$ cat src/rtl/reu_pkg.sv
// Shared types and constants for the REU RAM slot.
package reu_pkg;

    localparam int REU_WIN_LEN    = 4;   // ram_cycle-high clocks per access window
    localparam int REU_GAP_LEN    = 2;   // ram_cycle-low clocks after each window
    localparam int REU_RD_LAT_MAX = 2;   // latest accepted mem_cmd-to-mem_rvalid distance
    localparam int REU_ADDR_W     = 25;  // REU address width, bit 24 selects the REU region

    typedef enum logic [1:0] {
        IDLE = 2'd0,
        REQ  = 2'd1,
        WIN  = 2'd2,
        GAP  = 2'd3
    } reu_state_e;

endpackage

$ cat src/rtl/reu_ram_slot.sv
// REU RAM slot: opens one ram_cycle window at a time for the REU and bridges
// each window onto an arbitrated expansion-memory port (one command per window).
module reu_ram_slot
    import reu_pkg::*;
#(
    parameter int WIN_LEN    = REU_WIN_LEN,
    parameter int GAP_LEN    = REU_GAP_LEN,
    parameter int RD_LAT_MAX = REU_RD_LAT_MAX
) (
    input  logic                  clk,
    input  logic                  reset_n,
    input  logic                  reu_active,
    output logic                  ram_cycle,
    input  logic [REU_ADDR_W-1:0] ram_addr,
    input  logic [7:0]            ram_dout,
    input  logic                  ram_we,
    output logic [7:0]            ram_din,
    output logic                  mem_req,
    input  logic                  mem_gnt,
    output logic                  mem_cmd,
    output logic [REU_ADDR_W-1:0] mem_addr,
    output logic                  mem_we,
    output logic [7:0]            mem_wdata,
    input  logic                  mem_rvalid,
    input  logic [7:0]            mem_rdata,
    output logic                  late_err
);

    // Last count value of the window / gap, and the slot at which an
    // outstanding read is declared late (end of W<RD_LAT_MAX>).
    localparam logic [2:0] WIN_LAST = 3'(WIN_LEN - 1);
    localparam logic [2:0] GAP_LAST = 3'(GAP_LEN - 1);
    localparam logic [2:0] LATE_AT  = 3'(RD_LAT_MAX);

    reu_state_e state_r;
    reu_state_e state_s;
    logic [2:0] wcnt_r;
    logic [2:0] wcnt_s;
    logic       rd_pend_r;
    logic       rd_pend_s;
    logic [7:0] ram_din_r;
    logic [7:0] ram_din_s;
    logic       late_err_r;
    logic       late_err_s;
    logic       ram_cycle_r;
    logic       mem_req_r;
    logic       cmd_s;

    // The single command strobe sits on W0; the REU signals are stable then
    // because the REU only changes them while ram_cycle is low.
    assign cmd_s     = (state_r == WIN) && (wcnt_r == 3'd0);
    assign mem_cmd   = cmd_s;
    assign mem_addr  = ram_addr;
    assign mem_we    = ram_we & cmd_s;
    assign mem_wdata = ram_dout;

    assign ram_cycle = ram_cycle_r;
    assign mem_req   = mem_req_r;
    assign ram_din   = ram_din_r;
    assign late_err  = late_err_r;

    // Next-state logic: IDLE -> REQ -> WIN(W0..W3) -> GAP -> REQ/IDLE, wcnt shared by WIN and GAP.
    always_comb begin
        state_s = state_r;
        wcnt_s  = wcnt_r;
        case (state_r)
            IDLE: begin
                if (reu_active) begin
                    state_s = REQ;
                end else begin
                    state_s = IDLE;
                end
            end
            REQ: begin
                // A grant wins over a simultaneous reu_active drop: the window still runs.
                if (mem_gnt) begin
                    state_s = WIN;
                    wcnt_s  = 3'd0;
                end else if (!reu_active) begin
                    state_s = IDLE;
                end else begin
                    state_s = REQ;
                end
            end
            WIN: begin
                // The window always completes, even if the grant drops early.
                if (wcnt_r == WIN_LAST) begin
                    state_s = GAP;
                    wcnt_s  = 3'd0;
                end else begin
                    wcnt_s = wcnt_r + 3'd1;
                end
            end
            GAP: begin
                if (wcnt_r == GAP_LAST) begin
                    wcnt_s = 3'd0;
                    if (reu_active) begin
                        state_s = REQ;
                    end else begin
                        state_s = IDLE;
                    end
                end else begin
                    wcnt_s = wcnt_r + 3'd1;
                end
            end
            default: begin
                state_s = IDLE;
                wcnt_s  = 3'd0;
            end
        endcase
    end

    // Read tracking: capture the response, or flag it late at the deadline and keep stale data.
    always_comb begin
        rd_pend_s  = rd_pend_r;
        ram_din_s  = ram_din_r;
        late_err_s = late_err_r;
        if (cmd_s && !ram_we) begin
            if (mem_rvalid) begin
                ram_din_s = mem_rdata;
            end else if (LATE_AT == 3'd0) begin
                late_err_s = 1'b1;
            end else begin
                rd_pend_s = 1'b1;
            end
        end else if (rd_pend_r && mem_rvalid) begin
            ram_din_s = mem_rdata;
            rd_pend_s = 1'b0;
        end else if (rd_pend_r && (state_r == WIN) && (wcnt_r == LATE_AT)) begin
            late_err_s = 1'b1;
            rd_pend_s  = 1'b0;
        end else begin
            rd_pend_s = rd_pend_r;
        end
    end

    // State, counter and registered window/request outputs.
    always_ff @(posedge clk or negedge reset_n) begin
        if (!reset_n) begin
            state_r     <= IDLE;
            wcnt_r      <= 3'd0;
            ram_cycle_r <= 1'b0;
            mem_req_r   <= 1'b0;
        end else begin
            state_r     <= state_s;
            wcnt_r      <= wcnt_s;
            ram_cycle_r <= (state_s == WIN);
            mem_req_r   <= (state_s == REQ) || (state_s == WIN);
        end
    end

    // Read-data, pending-read and sticky late-error registers.
    always_ff @(posedge clk or negedge reset_n) begin
        if (!reset_n) begin
            rd_pend_r  <= 1'b0;
            ram_din_r  <= 8'hFF;
            late_err_r <= 1'b0;
        end else begin
            rd_pend_r  <= rd_pend_s;
            ram_din_r  <= ram_din_s;
            late_err_r <= late_err_s;
        end
    end

endmodule
$ cat config.mk
export PLATFORM = sky130hd
export DESIGN_NAME = reu_ram_slot
export DESIGN_NICKNAME = d
export VERILOG_FILES = /design/src/rtl/reu_pkg.sv /design/src/rtl/reu_ram_slot.sv
export SDC_FILE = /design/constraint.sdc
export NUM_CORES = 1
export LEC_CHECK = 0
export CAP_MARGIN = 40
export CORE_AREA = 4 4 63 65
export CTS_CLUSTER_DIAMETER = 40
export DETAILED_ROUTE_END_ITERATION = 16
export DIE_AREA = 0 0 67 69
export PLACE_DENSITY_LB_ADDON = 0.3
export RECOVER_POWER = 100
export SLEW_MARGIN = 40
export SYNTH_ARGS = -nofsm -noshare
export SYNTH_HDL_FRONTEND = slang
export SYNTH_SLANG_ARGS = --single-unit
export TNS_END_PERCENT = 5
$ cat constraint.sdc
create_clock -name clk -period 4.8 [get_ports clk]
set_clock_uncertainty 0.15 [all_clocks]
set_input_delay 0.96 -clock clk [delete_from_list [all_inputs] [get_ports clk]]
set_output_delay 0.96 -clock clk [all_outputs]
set_load 0.05 [all_outputs]
Word level (Yosys, flattened, before mapping) --
Cells that the tools add are included.
Operators by class: add/sub/neg operators 1, multiply operators 0, div/mod/pow operators 0, magnitude comparators 0, equal/unequal tests 11, shift operators 0, multiplexer cells 16, bitwise operators 3, reductions and logical operators 16
Operator list (number):
- 8-bit two-way mux | 3
- 3-bit two-way mux | 3
- 3-bit one-hot mux with 3 select lines | 1
- 2-bit one-hot mux with 4 select lines | 1
- 2-bit equality test, second input constant | 3
- 3-bit by 2-bit equality test with 1-bit output, second input constant | 2
- 2-bit two-way mux | 3
- 2-bit != test, second input constant | 3
- 2-bit AND reduction | 3
- 3-bit nonzero test | 2
- 1-bit logical AND | 5
- 1-bit two-way mux | 5
- 2-bit by 1-bit equality test with 1-bit output, second input constant | 2
- 3-bit by 1-bit adder with 3-bit output, second input constant | 1
- 3-bit by 1-bit equality test with 1-bit output, second input constant | 1
- 3-bit zero test | 1
- 3-bit AND reduction | 1
- 2-bit zero test | 1
- 1-bit NOT | 2
- 2-bit nonzero test | 1
- 1-bit bitwise AND | 1
- 1-bit zero test | 1
- 1-bit logical OR | 1
Storage, ports and cells: register bits 17, bits in latches 0, RAM bits 0, memory bits (read-only) 0, bits of input ports 47, output and inout bits 46, word-level logic and storage cells 54, memories kept 0

Longest topological paths before layout --
depth in word-level cells 6, mapped depth 7, depth with buffers taken out 7

Worst setup path after synthesis --
No wires, ideal clock.
path type reg-to-output, from reg wcnt_r[0], to out mem_we, data arrival time 1.914 ns, data required time 3.690 ns, slack 1.776 ns, stages on the path, launching flop included 5, buffers on the path 0, cell sequence dfrtp_1 -> inv_1 -> ha_1 -> nor4bb_4 -> and2_1
On the way: cells in the longest elaborated chain, start to end 3
RTL lines:
- start, declared | RTL line reu_ram_slot.sv:37 | logic [2:0] wcnt_r;
- start signal, assigned | RTL line reu_ram_slot.sv:146 | wcnt_r <= wcnt_s;
- 3-bit zero test | RTL line reu_ram_slot.sv:51 | assign cmd_s = (state_r == WIN) && (wcnt_r == 3'd0);
- 1-bit logical AND | RTL line reu_ram_slot.sv:51
- via mem_cmd | RTL line reu_ram_slot.sv:20 | output logic mem_cmd,
- 1-bit bitwise AND | RTL line reu_ram_slot.sv:54 | assign mem_we = ram_we & cmd_s;
- end, declared | RTL line reu_ram_slot.sv:22 | output logic mem_we,
The timed path passes the listed nets, and every way through them passes these cells.

Worst setup path after layout --
from in ram_we, to out mem_we
On the way: cells in the longest elaborated chain, start to end 1
RTL lines:
- start, declared | RTL line reu_ram_slot.sv:16 | input logic ram_we,
- 1-bit bitwise AND | RTL line reu_ram_slot.sv:54
No other way between the ends.

==> impl_metrics.ini <==
[critical_path]
cp.required_ns = 3.69
r2r_slack_ns = 2.74
reg2reg_depth = 5
crit_type = in -> out
reg2reg_to = ram_din[5]
arrival_ns = 2.43
cp-end-kind = output pin
r2r-start = wcnt_r[0]
crit_fanout = 3
critPathLaunchType = input port

[drt]
drt_wl_total_mm = 2.11
top_layer = met4
drtIter0Drc = 9
drc = 0
num_vias = 662
wl_met3_um = 294
wl_met1_um = 721
first_pass_iters = 4
ant_nets = 0
avgRoutedWirePerCell_um = 14.2
routed_via_density = 4.47
met2_wirelength_mm = 1.04

[cts]
cts-buffers-inserted = 3
cts_hold_buf = 0
clk_path_buf_depth = 2
cts-root-buf = clkbuf_4
post_cts_resized = 0
clkTransAtPathRegs_ns = 0.09
cts_setup_buffers = 0
cts_tree = done
clock_sinks = 17
htreeDepth = 1
clk-insertion-delay-late_ns = 0.28

[floorplanning]
initial_utilization_pct = 35.4
fp.dieArea_um2 = 4620
die_x_um = 67
coreArea_um2 = 3340
fp.dieH_um = 69
num_io_pins = 93
rows = 21

[sta]
fin_crit_sh_pct = 73.8
fin_crit_ns = 3.54
worstMarginPinSlew_ns = 0.871
max_freq_mhz = 282
finalSetupTns_ns = 0
drv_slew = 0
final_hold_viol_count = 0
slew_headroom_pct = 41.9
finalSetupViolCount = 0
rsz0062_at_grt = no

[final_layout]
diodes = 0
fillers = 345
layout-drive-gt1-share_pct = 14.7
syn_to_final_growth_pct = 2.22
nNetsFinal = 157
fin_util_pct = 36.2

[pwr]
p_sw_share_pct = 47.0
p_seq_share_pct = 34.8
ir_drop_mv = 0.251
power_switching_uw = 393
pwr-share-clk_pct = 8.7
p_per_area_nw_per_um2 = 693
p_int_uw = 444
p_leak_uw = 0.000522
power_frac_comb_pct = 56.5

[placement]
hpwlAfterDp_mm = 1.72
gp_routability_congestion = 0.843
io_buffers = 26

[global_routing]
grt_max_degree = 18
grt_antenna_before_repair = 0
grt_pass1_wl_mm = 3.44
overflow = 0
grt_pass1_vias = 685
grtUsageTotal_pct = 9.61

[synthesis]
synth_seq_cells = 17
yosysSeqAreaShare_pct = 36.8
synth_top_area_share_pct = 21.0
yosys-top-cells-area = buf_4, dfrtp_1, dfstp_2, mux2_4, ha_1
synth_edf_count = 0
synth_cells = 108
yosys_warnings = 0
synth_top_flop_cell = dfrtp_1
avgSynthCellArea_um2 = 10.9
netlist_area_um2 = 1180
async_flop_share_pct = 100
syn_nets = 162
ys_types = 30
yosysTopAreaCell = buf_4

[run]
maxCapViolations = 0

[hold_path]
hold_start = late_err
min_path_cells = 1
hold_path_class = reg -> reg
hold_path_end = late_err

[run_status]
status = complete, no violations
[state kept, by name (all words and copies together), names as in the netlist]
name / flops
rd_pend_r: 1
late_err: 1
wcnt_r: 3
ram_cycle: 1
ram_din: 8
mem_req: 1
state_r: 2
[how the worst max path moves through the flow]
| stage | from | endpoint | slack (ns) | cells after the start |
|---|---|---|---|---|
| 3_5_place_dp | ram_we | mem_we | 1.33 | 3 |
| 4_1_cts | ram_we | mem_we | 1.32 | 3 |
| 2_1_floorplan | wcnt_r[0] | mem_we | 1.78 | 4 |
| 6_report | ram_we | mem_we | 1.26 | 3 |
| 5_1_grt | wcnt_r[0] | mem_we | 1.20 | 5 |
| 3_3_place_gp | ram_we | mem_we | 1.33 | 3 |
[power groups by stage]
stage | combinational [µW] | clock [µW] | sequential (µW)
CTS | 534 | 78.7 | 297
global placement | 526 | 0 | 294
global route | 510 | 87.1 | 301
floorplan | 321 | 0 | 438
finish | 473 | 73.0 | 291
detailed placement | 531 | 0 | 300
[cell usage after synthesis, types with 2 or more instances]
master,number
buf_4,33
dfrtp_1,9
dfstp_2,8
mux2_4,8
ha_1,7
a21oi_1,6
inv_1,6
nand2_1,5
nor2b_1,4
nor3b_1,2
[through the flow]
step	setup WS [ns]	std cells	area, µm²	total power, µW	hold slack (ns)
final	1.26	148	1210	837	0.342
after detailed placement	1.33	144	1220	831	0.326
after CTS	1.32	148	1250	909	0.349
after global routing	1.20	148	1210	897	0.384
after floorplan	1.78	108	1180	759	0.353
after global placement	1.33	144	1220	820	0.302
[placed cells by master (no fill, tap or decap), types with 2 or more instances in the layout]
| master | synthesis | routed |
|---|---|---|
| dlygate4sd3_1 | 0 | 15 |
| clkdlybuf4s50_1 | 0 | 10 |
| dfrtp_1 | 9 | 9 |
| dfstp_2 | 8 | 8 |
| mux2_1 | 0 | 7 |
| ha_1 | 7 | 7 |
| inv_1 | 6 | 6 |
| a21oi_1 | 6 | 6 |
| nand2_1 | 5 | 5 |
| nor2b_1 | 4 | 4 |
| clkbuf_4 | 0 | 3 |
| nor3b_1 | 2 | 2 |
| clkbuf_1 | 1 | 2 |
[critical path, stage by stage]
cell,delay [ns]
clkdlybuf4s50_1,0.49
and2_1,0.12
dlygate4sd3_1,0.86
[cells by family after synthesis]
logic type	after synthesis	synth area share [%]
mux	10	12.0
buf+inv	42	25.3
flops	17	36.8
simple gates	17	9.63
fa+ha+maj	7	7.41
compound gates	15	8.89
[layout make-up]
type                    count  area, µm²  area share (%)
multi-input cells          49        413            34.2
clock buffers               4       26.3            2.17
well taps                  46       57.6            4.76
repair buffers             26        254            21.0
flip-flops and latches     17        435            36.0
inverters                   6       22.5            1.86
[per-layer routing]
layer  vias to the layer above  GRT usage, %
li1                        315             -
met2                        48          15.7
met3                        12          4.71
met1                       287          10.1
met5                         -             0
met4                         0          4.50
(Power assumes the default switching activity.)
